**config.mk**
```make
export PLATFORM = sky130hd
export DESIGN_NAME = dmem_arbiter
export DESIGN_NICKNAME = d
export VERILOG_FILES = /design/src/rtl/dmem_arbiter.sv
export SDC_FILE = /design/constraint.sdc
export NUM_CORES = 1
export LEC_CHECK = 0
export ABC_AREA = 1
export BUFFER_PORTS_ARGS = -buffer_cell sky130_fd_sc_hd__buf_2
export CAP_MARGIN = 20
export CELL_PAD_IN_SITES_DETAIL_PLACEMENT = 1
export CELL_PAD_IN_SITES_GLOBAL_PLACEMENT = 1
export CORE_MARGIN = 1.5
export CORE_UTILIZATION = 33
export DETAILED_ROUTE_END_ITERATION = 7
export GPL_ROUTABILITY_DRIVEN = 0
export PLACE_DENSITY = 0.77
export SYNTH_ARGS = -nofsm -noshare
export SYNTH_HDL_FRONTEND = slang
export SYNTH_SLANG_ARGS = --single-unit
export TNS_END_PERCENT = 1
```
**constraint.sdc**
```tcl
create_clock -name clk -period 6.4 [get_ports clk]
set_clock_uncertainty 0.2 [all_clocks]
set_input_delay 0.64 -clock clk [delete_from_list [all_inputs] [get_ports clk]]
set_output_delay 0.64 -clock clk [all_outputs]
set_load 0.02 [all_outputs]
```
**src/rtl/dmem_arbiter.sv**
```systemverilog
`default_nettype none
// ============================================================================
// Module      : dmem_arbiter
// Description : Two-requester (cpu / host) arbiter in front of a single-port
//               synchronous data RAM with 1-cycle read latency. Each access
//               runs IDLE -> ACCESS -> RESP, so ack is fixed at 2 cycles
//               after the request is sampled. Misaligned requests are acked
//               with zero data and never reach the RAM. Simultaneous requests
//               are counted in a saturating 16-bit conflict counter.
// Option      : DMEM_ARB_ROUND_ROBIN_EN -- alternate winners on conflict;
//               when undefined, cpu always wins a conflict.
// Revision    : 1.0 - initial release
// ============================================================================
module dmem_arbiter #(
  parameter int DATA_W = 32,
  parameter int ADDR_W = 32
) (
  input  logic              clk,
  input  logic              reset,
  // processor port
  input  logic              cpu_req,
  input  logic              cpu_we,
  input  logic [ADDR_W-1:0] cpu_addr,
  input  logic [DATA_W-1:0] cpu_wdata,
  output logic              cpu_ack,
  output logic [DATA_W-1:0] cpu_rdata,
  output logic              cpu_stall,
  // loader / debug port
  input  logic              host_req,
  input  logic              host_we,
  input  logic [ADDR_W-1:0] host_addr,
  input  logic [DATA_W-1:0] host_wdata,
  output logic              host_ack,
  output logic [DATA_W-1:0] host_rdata,
  // RAM port
  output logic              mem_en,
  output logic              mem_we,
  output logic [ADDR_W-1:0] mem_addr,
  output logic [DATA_W-1:0] mem_wdata,
  input  logic [DATA_W-1:0] mem_rdata,
  // statistics
  output logic [15:0]       conflicts
);

  typedef enum logic [1:0] {
    IDLE   = 2'd0,
    ACCESS = 2'd1,
    RESP   = 2'd2
  } state_t;

  localparam logic       OWN_CPU  = 1'b0;
  localparam logic       OWN_HOST = 1'b1;
  localparam logic [15:0] CNT_MAX = 16'hFFFF;

  state_t              r_state;
  state_t              w_state_nxt;
  logic                r_owner;
  logic                r_we;
  logic                r_misaligned;
  logic [ADDR_W-1:0]   r_addr;
  logic [DATA_W-1:0]   r_wdata;
  logic [DATA_W-1:0]   r_cpu_rdata;
  logic [DATA_W-1:0]   r_host_rdata;
  logic [15:0]         r_conflicts;

  logic                w_any_req;
  logic                w_both_req;
  logic                w_grant_host;
  logic                w_sel_we;
  logic [ADDR_W-1:0]   w_sel_addr;
  logic [DATA_W-1:0]   w_sel_wdata;
  logic [DATA_W-1:0]   w_resp_data;

  assign w_any_req  = cpu_req | host_req;
  assign w_both_req = cpu_req & host_req;

`ifdef DMEM_ARB_ROUND_ROBIN_EN
  // r_prio_host = 1 means host wins the next conflict (i.e. cpu was last owner)
  logic r_prio_host;

  // Remember the last owner on every grant; reset favours cpu
  always_ff @(posedge clk or posedge reset) begin
    if (reset) begin
      r_prio_host <= 1'b0;
    end else if (r_state == IDLE && w_any_req) begin
      r_prio_host <= ~w_grant_host;
    end
  end

  assign w_grant_host = host_req & (~cpu_req | r_prio_host);
`else
  assign w_grant_host = host_req & ~cpu_req;
`endif

  assign w_sel_we    = w_grant_host ? host_we    : cpu_we;
  assign w_sel_addr  = w_grant_host ? host_addr  : cpu_addr;
  assign w_sel_wdata = w_grant_host ? host_wdata : cpu_wdata;

  // Writes and misaligned accesses return zero instead of RAM data
  assign w_resp_data = (r_we || r_misaligned) ? '0 : mem_rdata;

  // State register
  always_ff @(posedge clk or posedge reset) begin
    if (reset) begin
      r_state <= IDLE;
    end else begin
      r_state <= w_state_nxt;
    end
  end

  // Next-state and per-state outputs; acks/enables derive from state so reset kills them at once
  always_comb begin
    w_state_nxt = r_state;
    mem_en      = 1'b0;
    mem_we      = 1'b0;
    cpu_ack     = 1'b0;
    host_ack    = 1'b0;
    cpu_rdata   = r_cpu_rdata;
    host_rdata  = r_host_rdata;
    case (r_state)
      IDLE: begin
        if (w_any_req) begin
          w_state_nxt = ACCESS;
        end
      end
      ACCESS: begin
        mem_en      = ~r_misaligned;
        mem_we      = r_we & ~r_misaligned;
        w_state_nxt = RESP;
      end
      RESP: begin
        if (r_owner == OWN_HOST) begin
          host_ack   = 1'b1;
          host_rdata = w_resp_data;
        end else begin
          cpu_ack    = 1'b1;
          cpu_rdata  = w_resp_data;
        end
        w_state_nxt = IDLE;
      end
      default: begin
        w_state_nxt = IDLE;
      end
    endcase
  end

  // Latch the winning request in IDLE; hold response data after the ack cycle
  always_ff @(posedge clk or posedge reset) begin
    if (reset) begin
      r_owner      <= OWN_CPU;
      r_we         <= 1'b0;
      r_misaligned <= 1'b0;
      r_addr       <= '0;
      r_wdata      <= '0;
      r_cpu_rdata  <= '0;
      r_host_rdata <= '0;
    end else begin
      if (r_state == IDLE && w_any_req) begin
        r_owner      <= w_grant_host ? OWN_HOST : OWN_CPU;
        r_we         <= w_sel_we;
        r_misaligned <= |w_sel_addr[1:0];
        r_addr       <= w_sel_addr;
        r_wdata      <= w_sel_wdata;
      end
      if (r_state == RESP) begin
        if (r_owner == OWN_HOST) begin
          r_host_rdata <= w_resp_data;
        end else begin
          r_cpu_rdata  <= w_resp_data;
        end
      end
    end
  end

  // Saturating count of IDLE cycles where both requesters were asking
  always_ff @(posedge clk or posedge reset) begin
    if (reset) begin
      r_conflicts <= '0;
    end else if (r_state == IDLE && w_both_req && r_conflicts != CNT_MAX) begin
      r_conflicts <= r_conflicts + 16'd1;
    end
  end

  assign mem_addr  = r_addr;
  assign mem_wdata = r_wdata;
  assign conflicts = r_conflicts;
  assign cpu_stall = cpu_req & ~cpu_ack;

endmodule
`default_nettype wire

```
==> results of run 1 <==
-- worst max-delay path, cell delays in order, from the launching register on --
cell and delay (ns):
dfrtp_1 0.43, inv_2 0.06, nor2_2 0.09, inv_2 0.08, nor2_4 0.61, inv_2 0.47, nand2_1 0.16, nand2_1 0.09
buf_2 0.17
-- worst paths after layout --
kind,from,to,slack [ns],cells after the start
max in group asynchronous,reset,r_host_rdata[5],4.37,3
hold reg to reg,r_cpu_rdata[30],r_cpu_rdata[30],0.27,2
min in group clk,r_cpu_rdata[30],r_cpu_rdata[30],0.27,2
setup / recovery,r_state[1],cpu_rdata[11],2.96,8
setup reg to reg,r_state[1],r_cpu_rdata[11],4.05,7
hold / removal,reset,r_cpu_rdata[18],0.14,2
-- cell families (layout without fill, tap and decap cells) --
group | Yosys count | after routing
AOI/OAI and AO/OA | 139 | 139
xor gates and xnor gates | 3 | 3
DFF | 149 | 149
buffers and inverters | 103 | 411
muxes | 32 | 32
and+or+nand+nor | 384 | 384
adders and majority gates | 1 | 1
-- final cells by class --
cell class                      count  area share [%]
Sequential cell                   149           40.29
Multi-Input combinational cell    559           28.65
Timing Repair Buffer              320           17.69
Clock buffer                       19           4.786
Tap cell                          270           3.651
Inverter                           61           2.528
Clock inverter                     11           2.407
-- flip-flops by register name (all words and copies together), names as in the netlist --
name and flops:
r_cpu_rdata 32, r_host_rdata 32, mem_wdata 32, r_misaligned 1
r_owner 1, r_we 1, conflicts 16, mem_addr 32
r_state 2
-- layer usage --
metal	up-vias	part of all wire, %	track usage [%]
li1	3165	-	-
met1	3099	42	26.42
met2	232	49	38.12
met3	35	6.9	6.296
met4	4	2.5	8.100
met5	-	0.084	0
-- power breakdown --
group	switching (mW)	internal (mW)	leakage, nW
clock	0.413	0.743	0.321
sequential	0.194	1.31	1.92
combinational	1.29	0.578	2.92
total	1.90	2.63	5.16
-- layout by cell type (no fill, tap or decap), drive strengths merged --
cell type,synthesis,final
buf,32,320
clkinvlp,0,1
nor4,1,1
nand2,237,237
or2,1,1
nor2,125,125
nand3b,1,1
bufinv,0,6
clkinv,0,1
a21oi,2,2
nor3,2,2
xnor2,3,3
o22ai,1,1
o21ai,136,136
nand4,7,7
clkbuf,10,19
mux2,32,32
dfrtp,149,149
nand3,10,10
inv,61,64
ha,1,1
==> run_results.csv, run 1 <==
group,metric,value,unit
outcome,status,"completed",
clocking,clock_sinks,149,
logic_synthesis,synth-simple-area-share,22.10,%
place,dp_cells,1359,
drt,drt-initial-drc-count,180,
drt,vias,6535,
logic_synthesis,synth_largest_area_cell,"dfrtp_1",
clocking,cts_htree_levels,4,
pwr,fin_total_pwr,4.525,mW
logic_synthesis,synth_xor_area_share,0.3817,%
logic_synthesis,postSynthCellCount,811,
pwr,power_density,489.0,mW/mm²
logic_synthesis,muxShareOfSynthArea,5.234,%
logic_synthesis,synth_flop_cell,"dfrtp_1",
pwr,p_leak,5.160,nW
timing,worst_slack,2.956,ns
logic_synthesis,async_reset_ff_share,100.0,%
drt,final_antenna_net_count,0,
drt,drt-pass1-iter-count,4,
finish,fin_cells,1389,
floorplan,start_util,33.80,%
timing,tightest_slew,0.9082,ns
clocking,path_clk_slew,0.06,ns
logic_synthesis,syn_nets,978,
run,maxCapViolCount,0,
logic_synthesis,synth_area_leaders,"dfrtp_1, nand2_1, nor2_1",
logic_synthesis,yosys_warnings,0,
grt,gr-total-overflow,0,
timing,drv_slew,0,
critical_path,cp.required,5.56,ns
timing,fmax,290.4,MHz
floorplan,dieArea,0.02174,mm²
critical_path,worstSetupPathType,"flip-flop to primary output",
pwr,vdd_ir_drop_max,0.2034,mV
hold_path,hold_path.class,"input pin to async pin",
critical_path,crit_fanout,34,
clocking,cts-resized-gates,0,
logic_synthesis,synth_most_common_cell,"nand2_1",
finish,antenna_cells,0,
critical_path,start_kind,"flip-flop",
timing,hold_viol_final,0,
clocking,cts_tree,"done",
logic_synthesis,netlist_area,0.006884,mm²
grt,grt_max_degree,82,
drt,routed_wl,23.78,mm
place,placed_area,0.008588,mm²
finish,regArea,0.003729,mm²
critical_path,worstPathArrival,2.60,ns
timing,fin_setup_tns,0,ns
clocking,clk_latency,0.42,ns
logic_synthesis,synth_seq_cells,149,
finish,postLayoutCoreUtil,45.44,%
place,dp_hpwl,17.43,mm
finish,fin_area,0.009254,mm²
timing,rsz0062_at_grt,"false",
floorplan,dieHeight,147.4,µm
clocking,clockRootBuffer,"clkbuf_16",
drt,viasPerCell,4.705,
grt,grt_pass1_vias,6802,
clocking,clockBufferDepth,2,
logic_synthesis,synth_edf_count,0,
drt,drcViolationCount,0,
place,place_ws,3.377,ns
floorplan,core-area,0.02036,mm²
timing,finalSetupViolCount,0,
grt,grt_pass1_wl,37.48,mm
finish,areaGrowthSynthToFinish,34.42,%
finish,multi_input_area,0.002651,mm²
logic_synthesis,synth_common_cells,"nand2_1, dfrtp_1, nor2_1, o21ai_0, o21ai_1",
timing,min_period,3.444,ns
logic_synthesis,synth_area_per_cell,8.488,µm²
finish,drive_gt1_share,33.42,%
place,port_buffers,314,
timing,finalCritPeriodShare,53.81,%
drt,wl_per_cell,17.12,µm
logic_synthesis,synth_top_family_by_area,"simple AND/OR/NAND/NOR gates",
logic_synthesis,yosys.area.top_type_share,54.16,%
floorplan,io_pins,315,
finish,fillers,2561,
timing,slew-limit-headroom,39.45,%
floorplan,dieWidth,147.4,µm
grt,grt_use_total,22.18,%
floorplan,core.rowCount,52,
grt,antenna_found_initial,2,
logic_synthesis,synth_cell_types,29,
clocking,cts_hold_buf,0,
logic_synthesis,synth_compound_area_share,10.40,%
clocking,post-cts-setup-buffers,0,
finish,num-nets-final,1275,
logic_synthesis,yosysSeqAreaShare,54.16,%
timing,holdWs,0.1356,ns
logic_synthesis,synth_fa_ha_area_share,0.1818,%
critical_path,cp-end-kind,"primary output",
clocking,cts-buffers-inserted,17,
No activity file was read; power rests on OpenSTA's default activity.
==> run 2: changes to the inputs <==
CORE_UTILIZATION = 30   (was 33)
PLACE_DENSITY = 0.74   (was 0.77)
clock period = 2.95 ns   (was 6.4 ns; I/O delays follow)
==> run 2 against run 1 <==
  * Routed wire length is 12% higher
  * First-iteration DRC count is 36% higher
  * Design area is 14% higher
  * Power is 140% higher
  * Clock-buffer cell count stayed put
  * Sequential power is 120% higher
  * Sequential share of layout area is 5.0 points lower
  * Critical path type unchanged
==> run_results.csv, run 2 (synthesized netlist as in run 1, its figures left out) <==
group,metric,value,unit
timing,fmax,374.9,MHz
finish,areaGrowthSynthToFinish,53.47,%
floorplan,core.rowCount,55,
place,placed_area,0.008668,mm²
pwr,p_int,6.309,mW
floorplan,dieArea,0.02386,mm²
place,port_buffers,314,
pwr,p_sw_share,41.09,%
timing,min_period,2.667,ns
drt,vias,7235,
grt,antenna_found_initial,3,
grt,grt_use_total,22.64,%
critical_path,start_kind,"flip-flop",
timing,finalSetupViolCount,0,
grt,grt_pass1_wl,42.06,mm
pwr,sequentialPowerShare,30.7,%
pwr,clock_power_share,22.9,%
critical_path,cp-end-kind,"primary output",
timing,rsz0062_at_grt,"false",
drt,wl_per_cell,17.33,µm
clocking,cts_tree,"done",
pwr,p_comb_share,46.4,%
critical_path,cp.required,2.46,ns
pwr,p_switching,4.401,mW
clocking,cts-resized-gates,0,
floorplan,dieHeight,154.5,µm
clocking,cts-buffers-inserted,17,
drt,viasPerCell,4.707,
clocking,clk_latency,0.41,ns
clocking,cts_htree_levels,4,
finish,num-nets-final,1405,
grt,grt_max_degree,89,
clocking,clockRootBuffer,"clkbuf_16",
critical_path,worstPathArrival,2.17,ns
timing,finalCritPeriodShare,90.41,%
clocking,post-cts-setup-buffers,0,
pwr,power_density,1014,mW/mm²
place,dp_hpwl,17.08,mm
drt,drt-initial-drc-count,245,
grt,gr-total-overflow,0,
finish,most-common-layout-cells,"buf_2, nand2_1, dfrtp_1, dlygate4sd3_1, nor2_1",
critical_path,crit_fanout,16,
floorplan,start_util,30.50,%
timing,hold_viol_final,0,
finish,fin_area,0.01057,mm²
finish,drive_gt1_share,30.46,%
timing,tightest_slew,0.7800,ns
clocking,clock_sinks,149,
finish,postLayoutCoreUtil,46.81,%
timing,drv_slew,0,
floorplan,core-area,0.02257,mm²
clocking,clockBufferDepth,2,
hold_path,hold_path.class,"input pin to flip-flop",
clocking,cts_hold_buf,124,
grt,grt_pass1_vias,7857,
run,maxCapViolCount,0,
critical_path,worstSetupPathType,"flip-flop to primary output",
timing,fin_setup_tns,0,ns
drt,routed_wl,26.64,mm
floorplan,dieWidth,154.5,µm
timing,slew-limit-headroom,47.92,%
pwr,p_leak,5.730,nW
finish,final_common_cell,"buf_2",
drt,drcViolationCount,0,
clocking,path_clk_slew,0.06,ns
drt,final_antenna_net_count,0,
floorplan,io_pins,315,
drt,drt-pass1-iter-count,4,
pwr,vdd_ir_drop_max,0.4784,mV
outcome,status,"completed",
-- run 2: cell count changes in the layout (fill, tap and decap cells not counted), sizes merged --
cell / change
buf: +6
bufinv: -1
clkinvlp: +2
diode: +1
dlygate4sd3: +124
inv: +1
-- run 2: final timing paths --
path,start,end,slack [ns],cells after the start
max in group asynchronous,reset,r_host_rdata[26],1.73,4
worst max register to register,r_state[1],mem_addr[21],0.51,8
worst min-delay path,mem_rdata[28],r_cpu_rdata[28],0.02,5
worst max-delay path,r_misaligned,host_rdata[29],0.28,5
worst min register to register,r_cpu_rdata[18],r_cpu_rdata[18],0.27,2
min in group asynchronous,reset,r_we,0.38,4
-- run 2: cell type report --
class	count	area [µm²]
diodes	1	2.502
clock buffers	19	432.9
clock inverters	13	220.2
fillers	2730	12010
inverters	61	232.7
multi-input cells	559	2651
flip-flops and latches	149	3729
well taps	285	356.6
repair buffers	450	2940
-- run 2: layer usage --
metal | global-route usage [%] | vias up | part of all wire [%]
met1 | 26.68 | 3487 | 42
li1 | - | 3431 | -
met4 | 9.753 | 4 | 3.0
met5 | 0 | - | 0.094
met2 | 39.34 | 265 | 49
met3 | 5.436 | 48 | 5.8
-- run 2: critical path, stage by stage, from the launching register on --
cell     delay, ns
dfrtp_1       0.39
or2_1         0.51
buf_4         0.29
nor2_1        0.07
mux2_1        0.32
buf_2         0.17
-- run 2: power groups by stage --
stage          registers, mW  clock network [mW]  logic, mW
2_1_floorplan           3.84                   0       2.06
3_3_place_gp            3.27                   0       4.04
3_5_place_dp            3.29                   0       4.11
4_1_cts                 3.27                2.54       4.89
5_1_grt                 3.38                2.60       5.37
6_report                3.29                2.46       4.96
-- run 2: per-stage QoR --
stage	cells	setup slack [ns]	hold slack (ns)	power, mW
finish	1537	0.2829	0.02400	10.71
global route	1537	0.1014	0.03391	11.36
CTS	1536	0.2141	0.003254	10.70
detailed placement	1380	0.6746	0.2497	7.404
global placement	1380	0.7325	0.2464	7.311
floorplan	811	0.5800	0.2652	5.904
==> run 3: changes to the inputs <==
==> constraint.sdc (replaced) <==
create_clock -name clk -period 2.95 [get_ports clk]
set_clock_uncertainty 0.2 [all_clocks]
set_input_delay 0 -clock clk [delete_from_list [all_inputs] [get_ports clk]]
set_output_delay 0 -clock clk [all_outputs]
set_load 0.02 [all_outputs]
==> run 3 against run 2 <==
  * Power shrank 2.1%
  * Design area grew 3.1%
  * Largest power group unchanged
  * Sequential share of layout area shrank 1.1 points
  * Sequential power is essentially flat
  * Global-route usage grew 0.99 points
==> run_results.csv, run 3 (synthesized netlist as in run 1, its figures left out) <==
group,metric,value,unit
finish,fin_cells,1580,
pwr,clock_power_share,19.9,%
pwr,vdd_ir_drop_max,0.4084,mV
grt,grt_use_total,23.63,%
clocking,cts-buffers-inserted,17,
finish,num-nets-final,1447,
floorplan,dieHeight,154.5,µm
floorplan,core.rowCount,55,
grt,grt_pass1_vias,8288,
drt,wl_per_cell,17.65,µm
pwr,p_switching,4.494,mW
timing,holdWs,0.03976,ns
critical_path,cp.required,3.10,ns
place,port_buffers,314,
critical_path,crit_fanout,55,
outcome,status,"completed",
floorplan,start_util,30.50,%
finish,multi_input_area,0.002651,mm²
timing,drv_slew,0,
grt,antenna_found_initial,2,
pwr,fin_total_pwr,10.48,mW
timing,finalSetupViolCount,0,
place,dp_cells,1381,
drt,viasPerCell,4.757,
timing,fin_setup_tns,0,ns
critical_path,cp-end-kind,"flip-flop",
finish,final_common_cell,"buf_2",
pwr,p_comb_share,48.5,%
finish,areaGrowthSynthToFinish,58.18,%
drt,final_antenna_net_count,0,
floorplan,dieArea,0.02386,mm²
grt,grt_pass1_wl,44.15,mm
drt,routed_wl,27.88,mm
finish,postLayoutCoreUtil,48.24,%
clocking,clockRootBuffer,"clkbuf_16",
critical_path,start_kind,"flip-flop",
clocking,clk_latency,0.42,ns
pwr,p_sw_share,42.88,%
clocking,path_clk_slew,0.07,ns
timing,rsz0062_at_grt,"false",
finish,drive_gt1_share,29.70,%
finish,most-common-layout-cells,"buf_2, nand2_1, dlygate4sd3_1, dfrtp_1, nor2_1",
pwr,power_density,962.4,mW/mm²
run,maxCapViolCount,0,
drt,drcViolationCount,0,
clocking,clock_sinks,149,
pwr,p_leak,5.860,nW
drt,drt-pass1-iter-count,6,
clocking,cts-resized-gates,0,
timing,fmax,371.3,MHz
timing,slew-limit-headroom,51.18,%
finish,fillers,2703,
timing,tightest_slew,0.7307,ns
clocking,cts_tree,"done",
critical_path,worstPathArrival,2.85,ns
hold_path,hold_path.class,"input pin to flip-flop",
pwr,p_int,5.987,mW
clocking,cts_htree_levels,4,
grt,gr-total-overflow,0,
grt,grt_max_degree,65,
place,dp_hpwl,17.06,mm
timing,finalCritPeriodShare,91.29,%
timing,min_period,2.693,ns
timing,hold_viol_final,0,
floorplan,dieWidth,154.5,µm
floorplan,core-area,0.02257,mm²
drt,vias,7516,
drt,drt-initial-drc-count,323,
critical_path,worstSetupPathType,"flip-flop to flip-flop",
finish,regArea,0.003729,mm²
floorplan,io_pins,315,
clocking,clockBufferDepth,2,
pwr,sequentialPowerShare,31.7,%
-- run 3: cell types whose count changed in the layout (fill, tap and decap cells not counted) --
| cell | previous run | this run |
|---|---|---|
| buf_4 | 9 | 10 |
| bufinv_16 | 5 | 0 |
| clkbuf_1 | 2 | 0 |
| clkbuf_8 | 0 | 1 |
| clkinv_2 | 0 | 2 |
| clkinv_4 | 1 | 2 |
| clkinvlp_4 | 3 | 5 |
| diode_2 | 1 | 2 |
| dlygate4sd3_1 | 124 | 165 |
| inv_6 | 4 | 3 |
| inv_8 | 1 | 3 |
-- run 3: cell type report --
cell class              instances  area share (%)
diodes                          2         0.04596
clock buffers                  18           4.033
clock inverters                14           1.080
inverters                      61           2.137
multi-input cells             559           24.35
flip-flops and latches        149           34.24
well taps                     285           3.275
repair buffers                492           30.84
-- run 3: per-stage QoR --
stage | cell area (µm²) | worst slack [ns]
6_report | 10890 | 0.2570
5_1_grt | 10890 | 0.07729
4_1_cts | 10880 | 0.3167
3_5_place_dp | 8676 | 0.8489
3_3_place_gp | 8676 | 0.9070
2_1_floorplan | 6888 | 0.8750
-- run 3: routing by layer --
layer / share of wire (%) / track usage [%] / vias up
li1: - / - / 3521
met1: 40 / 26.92 / 3645
met2: 49 / 41.31 / 282
met3: 5.8 / 5.744 / 68
met4: 4.5 / 11.90 / 0
met5: 0 / 0 / -
-- run 3: critical path, cell delays in order (launching register included) --
cell and delay (ns):
dfrtp_1 0.43, inv_2 0.08, nand2_1 0.09, a21oi_4 0.29
buf_4 0.51, o21ai_0 0.24, o21ai_1 0.19, dlygate4sd3_1 0.58
-- run 3: power by group through the flow --
stage	clock (mW)	sequential, mW	combinational (mW)
floorplan	0	3.84	2.06
CTS	2.15	3.28	4.96
finish	2.08	3.32	5.08
global placement	0	3.28	4.00
global route	2.24	3.41	5.48
detailed placement	0	3.31	4.07
-- run 3: path summary, 6_finish.rpt --
kind	start	end	slack (ns)	cells past startpoint
max in group asynchronous	reset	mem_wdata[24]	1.82	4
worst max-delay path	r_state[1]	mem_wdata[0]	0.26	7
worst max register to register	r_state[1]	mem_wdata[0]	0.26	7
min in group asynchronous	reset	r_host_rdata[18]	0.05	3
worst min register to register	r_cpu_rdata[9]	r_cpu_rdata[9]	0.27	2
worst min-delay path	cpu_req	conflicts[12]	0.04	7
-- run 3: what timing repair did --
item,in CTS,in global routing
hold buffers,165,0
endpoints found under the hold margin,253,0
buffers inserted,0,0
